==> config.mk <==
export PLATFORM = sky130hd
export DESIGN_NAME = mem_traffic_gen_flat
export DESIGN_NICKNAME = d
export VERILOG_FILES = /design/src/rtl/mem_tg_pkg.sv /design/src/rtl/mem_traffic_gen_if.sv /design/src/rtl/mem_tg_lfsr.sv /design/src/rtl/mem_traffic_gen.sv /design/src/flat_wrapper.sv
export SDC_FILE = /design/constraint.sdc
export NUM_CORES = 1
export LEC_CHECK = 0
export ABC_AREA = 1
export BUFFER_PORTS_ARGS = -buffer_cell sky130_fd_sc_hd__buf_4
export CELL_PAD_IN_SITES_DETAIL_PLACEMENT = 2
export CELL_PAD_IN_SITES_GLOBAL_PLACEMENT = 2
export CORE_MARGIN = 2
export CORE_UTILIZATION = 30
export CTS_CLUSTER_DIAMETER = 40
export DETAILED_ROUTE_END_ITERATION = 12
export HOLD_SLACK_MARGIN = 0.08
export PLACE_DENSITY = 0.87
export SLEW_MARGIN = 40
export SYNTH_ARGS = -nofsm -noshare
export SYNTH_HDL_FRONTEND = slang
export SYNTH_SLANG_ARGS = --single-unit
==> constraint.sdc <==
create_clock -name clk_i -period 2.15 [get_ports clk_i]
set_clock_uncertainty 0.1 [all_clocks]
set_input_delay 0.215 -clock clk_i [delete_from_list [all_inputs] [get_ports clk_i]]
set_output_delay 0.215 -clock clk_i [all_outputs]
set_load 0.01 [all_outputs]
==> src/rtl/mem_tg_pkg.sv <==
// Shared types and constants for the mem_traffic_gen bus master:
// FSM states, LFSR polynomial, MODE encodings and the LFSR step function.
package mem_tg_pkg;

    typedef enum logic [2:0] {
        IDLE,
        WR,
        RD,
        DRAIN,
        DONE
    } tg_state_e;

    localparam logic [31:0] LFSR_POLY = 32'h80200003;

    localparam int MODE_IDLE  = 0;
    localparam int MODE_WR_RD = 1;
    localparam int MODE_RD    = 2;

    // 32-bit Galois LFSR, shifting right; the polynomial is folded in when the bit shifted out is 1.
    function automatic logic [31:0] lfsr_next(input logic [31:0] s);
        return {1'b0, s[31:1]} ^ (s[0] ? LFSR_POLY : 32'h0);
    endfunction

endpackage

==> src/rtl/mem_traffic_gen_if.sv <==
// MemSplit32 single-port bus: split request/response with in-order read data.
// The master holds a request stable until ack; read data returns later on resp.
interface MemSplit32;
    logic        req;
    logic        we;
    logic [31:0] addr;
    logic [31:0] wdata;
    logic [3:0]  be;
    logic        ack;
    logic        resp;
    logic [31:0] rdata;

    modport Master (
        output req, we, addr, wdata, be,
        input  ack, resp, rdata
    );

    modport Slave (
        input  req, we, addr, wdata, be,
        output ack, resp, rdata
    );
endinterface

==> src/rtl/mem_tg_lfsr.sv <==
// Loadable 32-bit Galois LFSR used both to generate write data and to
// regenerate the expected read data.
module mem_tg_lfsr
    import mem_tg_pkg::*;
(
    input  logic        clk_i,
    input  logic        rst_i,
    input  logic        load_i,
    input  logic        step_i,
    input  logic [31:0] seed_i,
    output logic [31:0] q_o
);

    logic [31:0] state_q;

    // Load takes priority so a restart always begins from the seed.
    always_ff @(posedge clk_i or negedge rst_i) begin
        if (!rst_i) begin
            state_q <= '0;
        end else if (load_i) begin
            state_q <= seed_i;
        end else if (step_i) begin
            state_q <= lfsr_next(state_q);
        end
    end

    assign q_o = state_q;

endmodule

==> src/rtl/mem_traffic_gen.sv <==
// Self-checking MemSplit32 traffic generator: write phase and/or read phase with LFSR data.
// Define MEM_TG_CHECK_EN to include read-data checking (checker LFSR, comparator, err_count_o).
module mem_traffic_gen
    import mem_tg_pkg::*;
#(
    parameter logic [31:0] BASE_ADDR       = 32'h0,
    parameter int          NUM_TXN         = 16,
    parameter int          MODE            = MODE_WR_RD,
    parameter int          MAX_OUTSTANDING = 4,
    parameter logic [31:0] SEED            = 32'h1
) (
    input  logic        clk_i,
    input  logic        rst_i,
    input  logic        start_i,
    output logic        busy_o,
    output logic        done_o,
    output logic        err_o,
    output logic [15:0] err_count_o,
    MemSplit32.Master   mem
);

    if (SEED == 32'h0) begin : g_bad_seed
        $error("mem_traffic_gen: SEED must be nonzero");
    end
    if (NUM_TXN < 1 || NUM_TXN > 65535) begin : g_bad_num
        $error("mem_traffic_gen: NUM_TXN out of range 1..65535");
    end
    if (MAX_OUTSTANDING < 1 || MAX_OUTSTANDING > 15) begin : g_bad_max
        $error("mem_traffic_gen: MAX_OUTSTANDING out of range 1..15");
    end
    if (MODE < MODE_IDLE || MODE > MODE_RD) begin : g_bad_mode
        $error("mem_traffic_gen: MODE must be 0, 1 or 2");
    end

    localparam logic [15:0] LAST_IDX = 16'(NUM_TXN - 1);
    localparam logic [3:0]  MAX_OUT  = 4'(MAX_OUTSTANDING);

    tg_state_e   state;
    logic [15:0] idx;
    logic [3:0]  outstanding;
    logic [3:0]  out_next;
    logic        started;
    logic        req_q;
    logic        we_q;
    logic [31:0] addr_q;
    logic [3:0]  be_q;
    logic        busy_q;
    logic        done_q;
    logic        err_q;
    logic [15:0] err_cnt_q;

    logic        start_ok;
    logic        xfer;
    logic        rd_xfer;
    logic        resp_ok;
    logic        resp_err;
    logic        mismatch;
    logic        gen_load;
    logic        gen_step;
    logic [31:0] gen_q;

    assign start_ok = start_i && (state == IDLE || state == DONE);
    assign xfer     = req_q && mem.ack;
    assign rd_xfer  = xfer && !we_q;
    assign resp_ok  = mem.resp && (outstanding != 4'd0);
    // Stale responses from before a reset are ignored until a sequence has been started.
    assign resp_err = mem.resp && (outstanding == 4'd0) && started;

    assign gen_load = start_ok || (state == WR && xfer && idx == LAST_IDX);
    assign gen_step = (state == WR) && xfer;

    mem_tg_lfsr u_gen (
        .clk_i  (clk_i),
        .rst_i  (rst_i),
        .load_i (gen_load),
        .step_i (gen_step),
        .seed_i (SEED),
        .q_o    (gen_q)
    );

`ifdef MEM_TG_CHECK_EN
    logic [31:0] chk_q;

    mem_tg_lfsr u_chk (
        .clk_i  (clk_i),
        .rst_i  (rst_i),
        .load_i (start_ok),
        .step_i (resp_ok),
        .seed_i (SEED),
        .q_o    (chk_q)
    );

    assign mismatch = resp_ok && (mem.rdata != chk_q);
`else
    assign mismatch = 1'b0;
`endif

    // A read issued and a response retired in the same cycle cancel out.
    always_comb begin
        out_next = outstanding;
        if (rd_xfer && !resp_ok) begin
            out_next = outstanding + 4'd1;
        end else if (!rd_xfer && resp_ok) begin
            out_next = outstanding - 4'd1;
        end
    end

    always_ff @(posedge clk_i or negedge rst_i) begin
        if (!rst_i) begin
            state       <= IDLE;
            idx         <= '0;
            outstanding <= '0;
            started     <= 1'b0;
            req_q       <= 1'b0;
            we_q        <= 1'b0;
            addr_q      <= '0;
            be_q        <= '0;
            busy_q      <= 1'b0;
            done_q      <= 1'b0;
            err_q       <= 1'b0;
            err_cnt_q   <= '0;
        end else begin
            outstanding <= out_next;
            if (start_ok) begin
                started   <= 1'b1;
                idx       <= '0;
                addr_q    <= BASE_ADDR;
                err_q     <= 1'b0;
                err_cnt_q <= '0;
                done_q    <= 1'b0;
                if (MODE == MODE_WR_RD) begin
                    state  <= WR;
                    req_q  <= 1'b1;
                    we_q   <= 1'b1;
                    be_q   <= 4'hF;
                    busy_q <= 1'b1;
                end else if (MODE == MODE_RD) begin
                    state  <= RD;
                    req_q  <= 1'b1;
                    we_q   <= 1'b0;
                    be_q   <= 4'hF;
                    busy_q <= 1'b1;
                end else begin
                    state  <= DONE;
                    done_q <= 1'b1;
                end
            end else begin
                unique case (state)
                    WR: begin
                        if (xfer) begin
                            if (idx == LAST_IDX) begin
                                state  <= RD;
                                idx    <= '0;
                                addr_q <= BASE_ADDR;
                                we_q   <= 1'b0;
                            end else begin
                                idx    <= idx + 16'd1;
                                addr_q <= addr_q + 32'd4;
                            end
                        end
                    end
                    RD: begin
                        if (xfer) begin
                            if (idx == LAST_IDX) begin
                                state <= DRAIN;
                                req_q <= 1'b0;
                            end else begin
                                idx    <= idx + 16'd1;
                                addr_q <= addr_q + 32'd4;
                                req_q  <= (out_next < MAX_OUT);
                            end
                        end else if (!req_q) begin
                            req_q <= (out_next < MAX_OUT);
                        end
                    end
                    DRAIN: begin
                        if (out_next == 4'd0) begin
                            state  <= DONE;
                            busy_q <= 1'b0;
                            done_q <= 1'b1;
                        end
                    end
                    default: ;
                endcase
                if (resp_err || mismatch) begin
                    err_q <= 1'b1;
                end
                if (mismatch && err_cnt_q != 16'hFFFF) begin
                    err_cnt_q <= err_cnt_q + 16'd1;
                end
            end
        end
    end

    assign mem.req     = req_q;
    assign mem.we      = we_q;
    assign mem.addr    = addr_q;
    assign mem.wdata   = gen_q;
    assign mem.be      = be_q;
    assign busy_o      = busy_q;
    assign done_o      = done_q;
    assign err_o       = err_q;
    assign err_count_o = err_cnt_q;

endmodule

==> src/flat_wrapper.sv <==
// flat-port wrapper written by rule: the top's interface ports become plain ports
module mem_traffic_gen_flat import mem_tg_pkg::*;
#(
    parameter logic [31:0] BASE_ADDR       = 32'h0,
    parameter int          NUM_TXN         = 16,
    parameter int          MODE            = MODE_WR_RD,
    parameter int          MAX_OUTSTANDING = 4,
    parameter logic [31:0] SEED            = 32'h1
)
  (clk_i, rst_i, start_i, busy_o, done_o, err_o, err_count_o, mem_req, mem_we, mem_addr, mem_wdata, mem_be, mem_ack, mem_resp, mem_rdata);
  MemSplit32 mem_i ();
  input  logic clk_i;
  input  logic rst_i;
  input  logic start_i;
  output logic busy_o;
  output logic done_o;
  output logic err_o;
  output logic [15:0] err_count_o;
  output wire logic [$bits(mem_i.req)-1:0] mem_req;
  output wire logic [$bits(mem_i.we)-1:0] mem_we;
  output wire logic [$bits(mem_i.addr)-1:0] mem_addr;
  output wire logic [$bits(mem_i.wdata)-1:0] mem_wdata;
  output wire logic [$bits(mem_i.be)-1:0] mem_be;
  input wire logic [$bits(mem_i.ack)-1:0] mem_ack;
  input wire logic [$bits(mem_i.resp)-1:0] mem_resp;
  input wire logic [$bits(mem_i.rdata)-1:0] mem_rdata;
  assign mem_req = mem_i.req;
  assign mem_we = mem_i.we;
  assign mem_addr = mem_i.addr;
  assign mem_wdata = mem_i.wdata;
  assign mem_be = mem_i.be;
  assign mem_i.ack = mem_ack;
  assign mem_i.resp = mem_resp;
  assign mem_i.rdata = mem_rdata;
  mem_traffic_gen #(.BASE_ADDR(BASE_ADDR), .NUM_TXN(NUM_TXN), .MODE(MODE), .MAX_OUTSTANDING(MAX_OUTSTANDING), .SEED(SEED)) u_core (.clk_i(clk_i), .rst_i(rst_i), .start_i(start_i), .busy_o(busy_o), .done_o(done_o), .err_o(err_o), .err_count_o(err_count_o), .mem(mem_i));
endmodule
==> results of run 1 <==
-- worst max path at each step --
stage                     startpoint                  end
2_1_floorplan     u_core.mem.addr[2]  u_core.mem.addr[20]
3_3_place_gp           u_core.idx[0]  u_core.mem.addr[19]
3_5_place_dp   u_core.outstanding[0]      u_core.state[2]
4_1_cts                u_core.idx[0]   u_core.mem.addr[8]
5_1_grt                u_core.idx[1]      u_core.state[0]
6_report               u_core.idx[0]  u_core.mem.addr[19]
-- metrics by stage --
step,setup WS [ns],instances
floorplan,0.320,741
global placement,0.188,1020
detailed placement,0.0796,1020
CTS,0.0274,1037
global route,0.00170,1039
finish,0.161,1039
-- cells by family after synthesis --
| group | count (synthesis) | synth area share, % |
|---|---|---|
| other | 1 | 0.0711 |
| flip-flops | 91 | 43.1 |
| buffers and inverters | 122 | 11.1 |
| adder cells (fa/ha/maj) | 4 | 0.948 |
| AO/OA/AOI/OAI | 71 | 7.73 |
| XOR/XNOR | 7 | 1.16 |
| AND/OR/NAND/NOR | 428 | 35.8 |
-- report_power, final --
| group | internal, mW | total, mW | switching [mW] | leakage [nW] |
|---|---|---|---|---|
| combinational | 1.56 | 4.19 | 2.63 | 1.92 |
| clock | 0.794 | 1.58 | 0.782 | 0.130 |
| sequential | 2.31 | 2.95 | 0.646 | 1.19 |
| total | 4.66 | 8.71 | 4.06 | 3.24 |
-- sequential cells by signal, indices dropped and copies added (netlist names), 3 cells and up --
register	count
u_core.state	3
u_core.idx	16
u_core.mem.addr	30
u_core.outstanding	4
u_core.u_gen.q_o	32
-- what timing repair did --
item / in CTS / in global routing
setup buffers: 0 / 2
endpoints found under the setup margin: 0 / 10
gates resized for setup: 0 / 13
hold buffers: 2 / 0
endpoints found under the hold margin: 27 / 0
-- worst register-to-register path: stages, from the launching register on --
cell	delay (ns)
dfrtp_1	0.40
ha_2	0.23
nand3_2	0.10
nor2_1	0.06
nand2_2	0.11
nand2_1	0.10
a21oi_4	0.18
buf_12	0.25
nand2_1	0.12
o21ai_0	0.17
nor2_1	0.07
-- cell usage in the layout (no fill, tap or decap), types with 9 or more instances in the layout --
cell type  Yosys  layout
nand2_1      220     216
buf_4         25      96
nand3_1       91      91
dfrtp_1       91      88
inv_1         71      71
nor2_1        53      51
a21oi_1       28      28
nand4_1       23      23
o21ai_0       21      20
nor3_1        19      18
conb_1         1      18
clkbuf_16      0       9
-- per-layer routing --
layer | GRT usage (%) | routed length (um)
met3 | 4.30 | 785
met4 | 5.21 | 277
met5 | 0 | 0
met2 | 35.9 | 9170
met1 | 24.8 | 7870
-- cell type report --
cell class | count | area (um^2)
clock inverters | 6 | 48.8
flip-flops and latches | 91 | 2280
well taps | 225 | 282
inverters | 76 | 285
repair buffers | 104 | 861
fillers | 2047 | 10700
clock buffers | 9 | 225
multi-input cells | 528 | 2510
==> reports/results.ini, run 1 <==
[run_status]
status = complete, no violations

[power]
power_leakage_nw = 3.24
power_density_nw_per_um2 = 1340
ir_drop_mv = 0.662
p_total_mw = 8.71

[critical_path]
r2r-end = u_core.mem.addr[19]
critical_path_class = flop to flop
crit_fanout = 45
r2r_start = u_core.idx[0]
endpoint_kind = flop
crit_path_start_kind = flop
crit_path_top_delay_cell = dfrtp_1
path_buf_inv = 1
required_ns = 2.30
crit_chain = ha_2 -> nand3_2 -> nor2_1 -> nand2_2 -> nand2_1 -> a21oi_4 -> buf_12 -> nand2_1 -> o21ai_0 -> nor2_1
cp.depth = 10
cp_top_family = simple AND/OR/NAND/NOR gates
critical_path.max_stage_delay_ns = 0.40
ff2ff_setup_slack_ns = 0.16
worstPathArrival_ns = 2.14
reg2reg_depth = 10

[routing]
viasPerCell = 5.07
antenna_left = 0
drc_errors = 0
drtPass1Iterations = 4
route.detailed.wl_per_inst_um = 17.4
drt_iter0_drc = 196
vias = 5271
routed_wl_um = 18100

[synth]
synth_most_common_cell = nand2_1
synth_area_per_cell_um2 = 7.29
ys_warn_count = 0
syn_area_um2 = 5280
synth.area.top_cells = dfrtp_1, nand2_1, nand3_1, inv_1, nor2_1
synthCells = 724
yosysTopAreaCellShare_pct = 43.1
yosys_most_used_dff = dfrtp_1
synth_seq_cells = 91
netlist_top_cells_count = nand2_1, dfrtp_1, nand3_1, inv_1, nor2_1
ys_seq_area_share_pct = 43.1
yosys.area.top_type = dfrtp_1
synth.distinct_cells = 38
synth_edf_count = 0
synth_async_sr_flop_share_pct = 100

[sta]
setup_viol = 0
fin_hold_ws_ns = 0.172
fmax_mhz = 503
finalSetupTns_ns = 0
fin_crit_sh_pct = 92.5
rsz0062_at_grt = no
fin_crit_ns = 1.99
finalMaxSlewViolations = 0
finalHoldViolCount = 0

[layout]
fin_area_um2 = 6490
layout.nets = 851
final_core_util_pct = 37.7
drive_above_1_share_pct = 18.4
areaGrowthSynthToFinish_pct = 23.0
antenna_cells = 0

[hold_path]
hold_path_end = u_core.mem.req
hold_start = mem_ack
hold_path.class = input port to flop
min_path_cells = 4

[cts]
clockBufferDepth = 2
cts.sinks = 91
cts_made_buffers = 9
cts_tree = done
cts_htree_levels = 3
cts-root-buf = clkbuf_16
clk_pin_slew_ns = 0.07
clk_latency_ns = 0.36

[floorplanning]
top_level_ports = 126
fp.dieH_um = 137
std_cell_rows = 48
fp.dieW_um = 137
dieArea_um2 = 18700
initial_core_util_pct = 30.6
coreArea_um2 = 17200

[place]
dpl.hpwl_um = 13100
gp_routability_congestion = 0.814
io_buffers = 75
placed_area_um2 = 6150

[global_routing]
track_usage_pct = 20.2
grt_pass1_wl_um = 29500
grt_pass1_vias = 5665
overflow = 0
grt_max_degree = 46
antenna_found_initial = 0

[flow_run]
maxCapViolations = 0

Power figures use the tool's default switching activity.
==> run 2: changes to the inputs <==
--- a/config.mk
+++ b/config.mk
@@ -10,11 +10,11 @@
 export CELL_PAD_IN_SITES_DETAIL_PLACEMENT = 2
 export CELL_PAD_IN_SITES_GLOBAL_PLACEMENT = 2
 export CORE_MARGIN = 2
-export CORE_UTILIZATION = 30
+export CORE_UTILIZATION = 32
 export CTS_CLUSTER_DIAMETER = 40
 export DETAILED_ROUTE_END_ITERATION = 12
 export HOLD_SLACK_MARGIN = 0.08
-export PLACE_DENSITY = 0.87
+export PLACE_DENSITY = 0.91
 export SLEW_MARGIN = 40
 export SYNTH_ARGS = -nofsm -noshare
 export SYNTH_HDL_FRONTEND = slang
==> constraint.sdc (replaced) <==
create_clock -name clk_i -period 2.34 [get_ports clk_i]
set_clock_uncertainty 0.1 [all_clocks]
set_input_delay 0.234 -clock clk_i [delete_from_list [all_inputs] [get_ports clk_i]]
set_output_delay 0.234 -clock clk_i [all_outputs]
set_load 0.01 [all_outputs]
==> run 2 against run 1 <==
Effect of this change:
- routed wire length is 4.0% higher
- non-clock buffer count is 1 higher
- flip-flop and latch count stayed put
- first-iteration DRC count is 18% higher
- critical path depth stayed put
- worst hold slack worse by 0.068 ns
- clock power is 15% higher
- register-to-register slack hardly changed
- die area is 6.1% lower
- combinational power is 5.7% lower
- maximum frequency is 8.4% lower
- largest cell class unchanged
==> reports/results.ini, run 2 (same netlist as run 1, synthesis figures left out) <==
[run_status]
status = complete, no violations

[global_routing]
antenna_found_initial = 0  ; unchanged
grt_pass1_wl_um = 31100  ; +5.5%
gr-usage-met3_pct = 3.95  ; -0.35 points
grt_pass1_vias = 5809  ; +2.5%
overflow = 0  ; unchanged
met1_usage_pct = 26.1  ; +1.3 points
track_usage_pct = 22.0  ; +1.8 points
grt_busiest_layer = met2
grt_use_met2_pct = 40.0  ; +4.2 points
grt_max_degree = 41  ; -11%

[critical_path]
worstPathArrival_ns = 2.32  ; +0.18 ns
endpoint = u_core.mem.addr[8]
endpoint_kind = flop
crit_path_start_kind = flop
r2r-end = u_core.mem.addr[8]
reg2reg_depth = 10  ; unchanged
r2r_start = u_core.idx[1]
crit_fanout = 10  ; -78%
worstSetupStartpoint = u_core.idx[1]
ff2ff_setup_slack_ns = 0.17  ; about the same
critical_path_class = flop to flop
required_ns = 2.49  ; +0.19 ns

[layout]
layout.cells.non_filler = 1032  ; -0.67%
drive_above_1_share_pct = 17.9  ; -0.54 points
largest_reg_flops = 32  ; unchanged
fillCellCount = 1899  ; -7.2%
final_common_cell = nand2_1
areaGrowthSynthToFinish_pct = 23.3
fin_area_um2 = 6510  ; +0.19%
antenna_cells = 0  ; unchanged
layout.nets = 852  ; +0.12%
mostFrequentLayoutCells = nand2_1, buf_4, nand3_1, dfrtp_1, inv_1

[routing]
antenna_left = 0  ; unchanged
vias = 5294  ; +0.44%
route.detailed.wl_per_inst_um = 18.2  ; +4.7%
drtPass1Iterations = 5  ; +1
routed_wl_um = 18800  ; +4.0%
drt_iter0_drc = 232  ; +18%
viasPerCell = 5.13  ; +1.1%
drc_errors = 0  ; unchanged

[power]
power_density_nw_per_um2 = 1300  ; -2.9%
power_leakage_nw = 3.26  ; +0.59%
ir_drop_mv = 0.493  ; -25%
p_total_mw = 8.48  ; -2.7%

[sta]
fin_crit_sh_pct = 92.8  ; +0.27 points
finalMaxSlewViolations = 0  ; unchanged
finalHoldViolCount = 0  ; unchanged
max_slew_margin_pct = 61.0
setup_viol = 0  ; unchanged
fin_crit_ns = 2.17  ; +0.182 ns
fmax_mhz = 461  ; -8.4%
worstMarginPinSlew_ns = 0.585

[floorplanning]
coreArea_um2 = 16000  ; -7.2%
top_level_ports = 126  ; unchanged
initial_core_util_pct = 33.0  ; +2.4 points
std_cell_rows = 46  ; -4.2%
fp.dieH_um = 132  ; -3.1%
dieArea_um2 = 17500  ; -6.1%
fp.dieW_um = 132  ; -3.1%

[hold_path]
min_path_cells = 3  ; -1
hold_path.class = input port to flop

[cts]
clk_pin_slew_ns = 0.07  ; about the same
clockBufferDepth = 2  ; unchanged
cts_htree_levels = 3  ; unchanged
clk_latency_ns = 0.36  ; about the same
cts.sinks = 91  ; unchanged
cts-root-buf = clkbuf_16
cts_tree = done
cts_made_buffers = 9  ; unchanged

[place]
gp_routability_congestion = 0.817  ; +0.34%
dp.cells = 1007  ; -1.3%
io_buffers = 75  ; unchanged
placed_area_um2 = 6050  ; -1.7%
dpl.hpwl_um = 13200  ; +1.2%

[flow_run]
maxCapViolations = 0  ; unchanged

-- run 2: changes by cell type in the layout (fill, tap and decap cells not counted), sizes merged --
cell / before / now
buf: 102 / 104
bufinv: 0 / 4
clkinvlp: 2 / 3
dlygate4sd3: 2 / 1
inv: 79 / 75
-- run 2: power by group --
group          leakage [nW]  internal (mW)  switching (mW)
Sequential             1.20           2.11           0.589
Combinational          1.89           1.46            2.49
Clock                 0.172           1.15           0.672
-- run 2: worst min path at each step --
stage	startpoint	end	slack, ns
global placement	rst_i	u_core.mem.addr[5]	0.16
floorplan	rst_i	u_core.busy_o	-0.16
finish	mem_resp	u_core.err_o	0.10
detailed placement	rst_i	u_core.mem.addr[5]	0.16
CTS	mem_resp	u_core.err_o	0.1
global route	mem_resp	u_core.err_o	0.12
-- run 2: per-stage QoR --
| step | worst slack (ns) | setup TNS, ns | hold slack (ns) | utilization, % |
|---|---|---|---|---|
| 4_1_cts | 0.0271 | 0 | 0.0990 | 40.2 |
| 2_1_floorplan | 0.510 | 0 | -0.162 | - |
| 3_5_place_dp | 0.147 | 0 | 0.163 | 37.8 |
| 6_report | 0.169 | 0 | 0.105 | 40.7 |
| 5_1_grt | -0.00802 | -0.00802 | 0.121 | 40.7 |
| 3_3_place_gp | 0.224 | 0 | 0.159 | 37.8 |
-- run 2: metal layers --
metal / vias to the layer above / routed length [um]
li1: 2487 / -
met5: - / 0
met2: 108 / 9930
met1: 2670 / 7800
met4: 0 / 427
met3: 29 / 654
-- run 2: final cells by class --
| class | count | area, um^2 | area share, % |
|---|---|---|---|
| tap | 216 | 270 | 4.15 |
| multi-input combinational | 528 | 2500 | 38.4 |
| clock inverter | 7 | 140 | 2.15 |
| sequential | 91 | 2280 | 35.0 |
| inverter | 76 | 289 | 4.44 |
| timing repair buffer | 105 | 807 | 12.4 |
| clock buffer | 9 | 225 | 3.46 |
-- run 2: critical path: stages (launching register included) --
cell,delay [ns]
dfrtp_1,0.41
ha_2,0.23
nand3_2,0.10
nor2_1,0.06
nand2_2,0.12
nand2_1,0.10
a21oi_4,0.24
clkinvlp_4,0.27
buf_4,0.20
nor3_1,0.14
nor2_1,0.07
-- run 2: what timing repair did --
item,4_1_cts,5_1_grt
hold buffers,1,0
gates resized for setup,0,7
buffers inserted,0,8
hold endpoints to repair,37,0
setup endpoints to repair,0,23
==> run 3: changes to the inputs <==
==> constraint.sdc (replaced) <==
create_clock -name clk_i -period 2.34 [get_ports clk_i]
set_clock_uncertainty 0.1 [all_clocks]
set_input_delay 0.468 -clock clk_i [delete_from_list [all_inputs] [get_ports clk_i]]
set_output_delay 0.468 -clock clk_i [all_outputs]
set_load 0.01 [all_outputs]
==> run 3 against run 2 <==
Effect of this change:
- sequential power about the same
- register-to-register slack got worse by 0.02 ns
- utilization is 0.31 points lower
- maximum frequency fell by 1.0%
- count of clock-buffer cells in the layout is the same
- non-clock buffer count down 5
- largest power group unchanged
==> reports/results.ini, run 3 (same netlist as run 1, synthesis figures left out) <==
[power]
power_density_nw_per_um2 = 1280  ; -1.8%
ir_drop_mv = 0.648  ; +31%
power_leakage_nw = 3.22  ; -1.1%
p_total_mw = 8.26  ; -2.6%

[layout]
antenna_cells = 0  ; unchanged
layout.nets = 847  ; -0.59%
final_common_cell = nand2_1
fillCellCount = 1934  ; +1.8%
mostFrequentLayoutCells = nand2_1, buf_4, nand3_1
multi_input_area_um2 = 2490  ; -0.10%
drive_above_1_share_pct = 17.5  ; -0.38 points
areaGrowthSynthToFinish_pct = 22.3
final_core_util_pct = 40.4  ; -0.31 points
seq_area_um2 = 2280  ; about the same
largest_reg_flops = 32  ; unchanged
fin_area_um2 = 6460  ; -0.77%

[place]
gp_routability_congestion = 0.806  ; -1.3%
placed_area_um2 = 6070  ; +0.37%
dpl.hpwl_um = 13300  ; +0.24%
io_buffers = 75  ; unchanged
pre_cts_slack_ns = 0.121  ; -0.0262 ns

[critical_path]
critPathMostFrequentCell = nor2_1
worstPathArrival_ns = 2.33  ; about the same
crit_chain = ha_2 -> nand3_2 -> nor2_1 -> nand2_2 -> nand2_1 -> a21oi_4 -> clkinvlp_4 -> clkbuf_4 -> nor3_1 -> nor2_1
critical_path_class = flop to flop
crit_path_start_kind = flop
critical_path.max_stage_delay_ns = 0.40  ; about the same
endpoint_kind = flop
r2r_start = u_core.idx[0]
worstSetupStartpoint = u_core.idx[0]
crit_path_top_delay_cell = dfrtp_1
required_ns = 2.48  ; about the same
crit_fanout = 7  ; -3

[cts]
cts-root-buf = clkbuf_16
clockBufferDepth = 2  ; unchanged
cts_made_buffers = 9  ; unchanged
clk_latency_ns = 0.36  ; about the same
cts.sinks = 91  ; unchanged
clk_pin_slew_ns = 0.08  ; about the same
cts_tree = done
cts_htree_levels = 3  ; unchanged

[sta]
fmax_mhz = 456  ; -1.0%
setup_viol = 0  ; unchanged
fin_crit_ns = 2.19  ; +0.0220 ns
fin_crit_sh_pct = 93.7  ; +0.94 points
rsz0062_at_grt = no
finalMaxSlewViolations = 0  ; unchanged
finalSetupTns_ns = 0  ; unchanged
finalHoldViolCount = 0  ; unchanged
fin_ws_ns = 0.147  ; -0.0220 ns

[hold_path]
hold_path.class = input port to flop
hold_start = mem_resp

[floorplanning]
initial_core_util_pct = 33.0  ; unchanged
fp.dieW_um = 132  ; unchanged
fp.dieH_um = 132  ; unchanged
top_level_ports = 126  ; unchanged
dieArea_um2 = 17500  ; unchanged
std_cell_rows = 46  ; unchanged
coreArea_um2 = 16000  ; unchanged

[routing]
route.detailed.wl_per_inst_um = 18.1  ; -0.55%
drc_errors = 0  ; unchanged
viasPerCell = 5.11  ; -0.33%
drtPass1Iterations = 4  ; -1
antenna_left = 0  ; unchanged
drt_iter0_drc = 224  ; -3.4%
vias = 5251  ; -0.81%
routed_wl_um = 18600  ; -1.0%

[flow_run]
maxCapViolations = 0  ; unchanged

[run_status]
status = complete, no violations

[global_routing]
grt_pass1_vias = 5766  ; -0.74%
overflow = 0  ; unchanged
grt_pass1_wl_um = 31100  ; +0.22%
antenna_found_initial = 0  ; unchanged
track_usage_pct = 22.2  ; +0.13 points
grt_max_degree = 45  ; +9.8%

[run 3: per-layer routing]
layer / part of all wire, % / vias up / GRT usage [%]
li1: - / 2487 / -
met1: 43 / 2639 / 27.2
met2: 51 / 96 / 39.8
met3: 3.4 / 29 / 3.98
met4: 2.1 / 0 / 6.51
met5: 0 / - / 0
[run 3: area by class of cell]
cell class | instances | area share, %
multi-input cells | 528 | 38.6
flip-flops and latches | 91 | 35.3
repair buffers | 100 | 12.4
inverters | 76 | 4.48
well taps | 216 | 4.19
clock buffers | 9 | 3.49
clock inverters | 7 | 1.47
[run 3: path summary, 6_finish.rpt]
path	end	slack, ns	cells after the start
worst min-delay path	u_core.err_o	0.34	3
worst max-delay path	u_core.mem.addr[8]	0.15	10
worst min register to register	u_core.done_o	0.41	2
worst max register to register	u_core.mem.addr[8]	0.15	10
max in group asynchronous	u_core.u_gen.q_o[30]	1.02	3
min in group asynchronous	u_core.mem.addr[3]	0.54	2
[run 3: metrics by stage]
step / instances / hold slack [ns]
detailed placement: 1005 / 0.354
global route: 1027 / 0.353
finish: 1027 / 0.340
floorplan: 741 / 0.0724
CTS: 1022 / 0.325
global placement: 1005 / 0.349
[run 3: repair_timing]
action	CTS	global route
endpoints found under the setup margin	0	17
setup buffers	0	5
hold buffers	1	0
endpoints found under the hold margin	28	0
gates resized for setup	0	7
[run 3: report_power, final]
part           switching (mW)  leakage (nW)  internal [mW]
Combinational            2.48          1.88           1.46
Clock                   0.743         0.150          0.862
Sequential              0.599          1.19           2.12
[run 3: critical path, delay by kind of cell (launching register included)]
kind,cells,cell delay [ns]
AND/OR/NAND/NOR,6,0.66
buffers and inverters,2,0.46
flip-flops,1,0.40
adder cells (fa/ha/maj),1,0.23
AO/OA/AOI/OAI,1,0.22
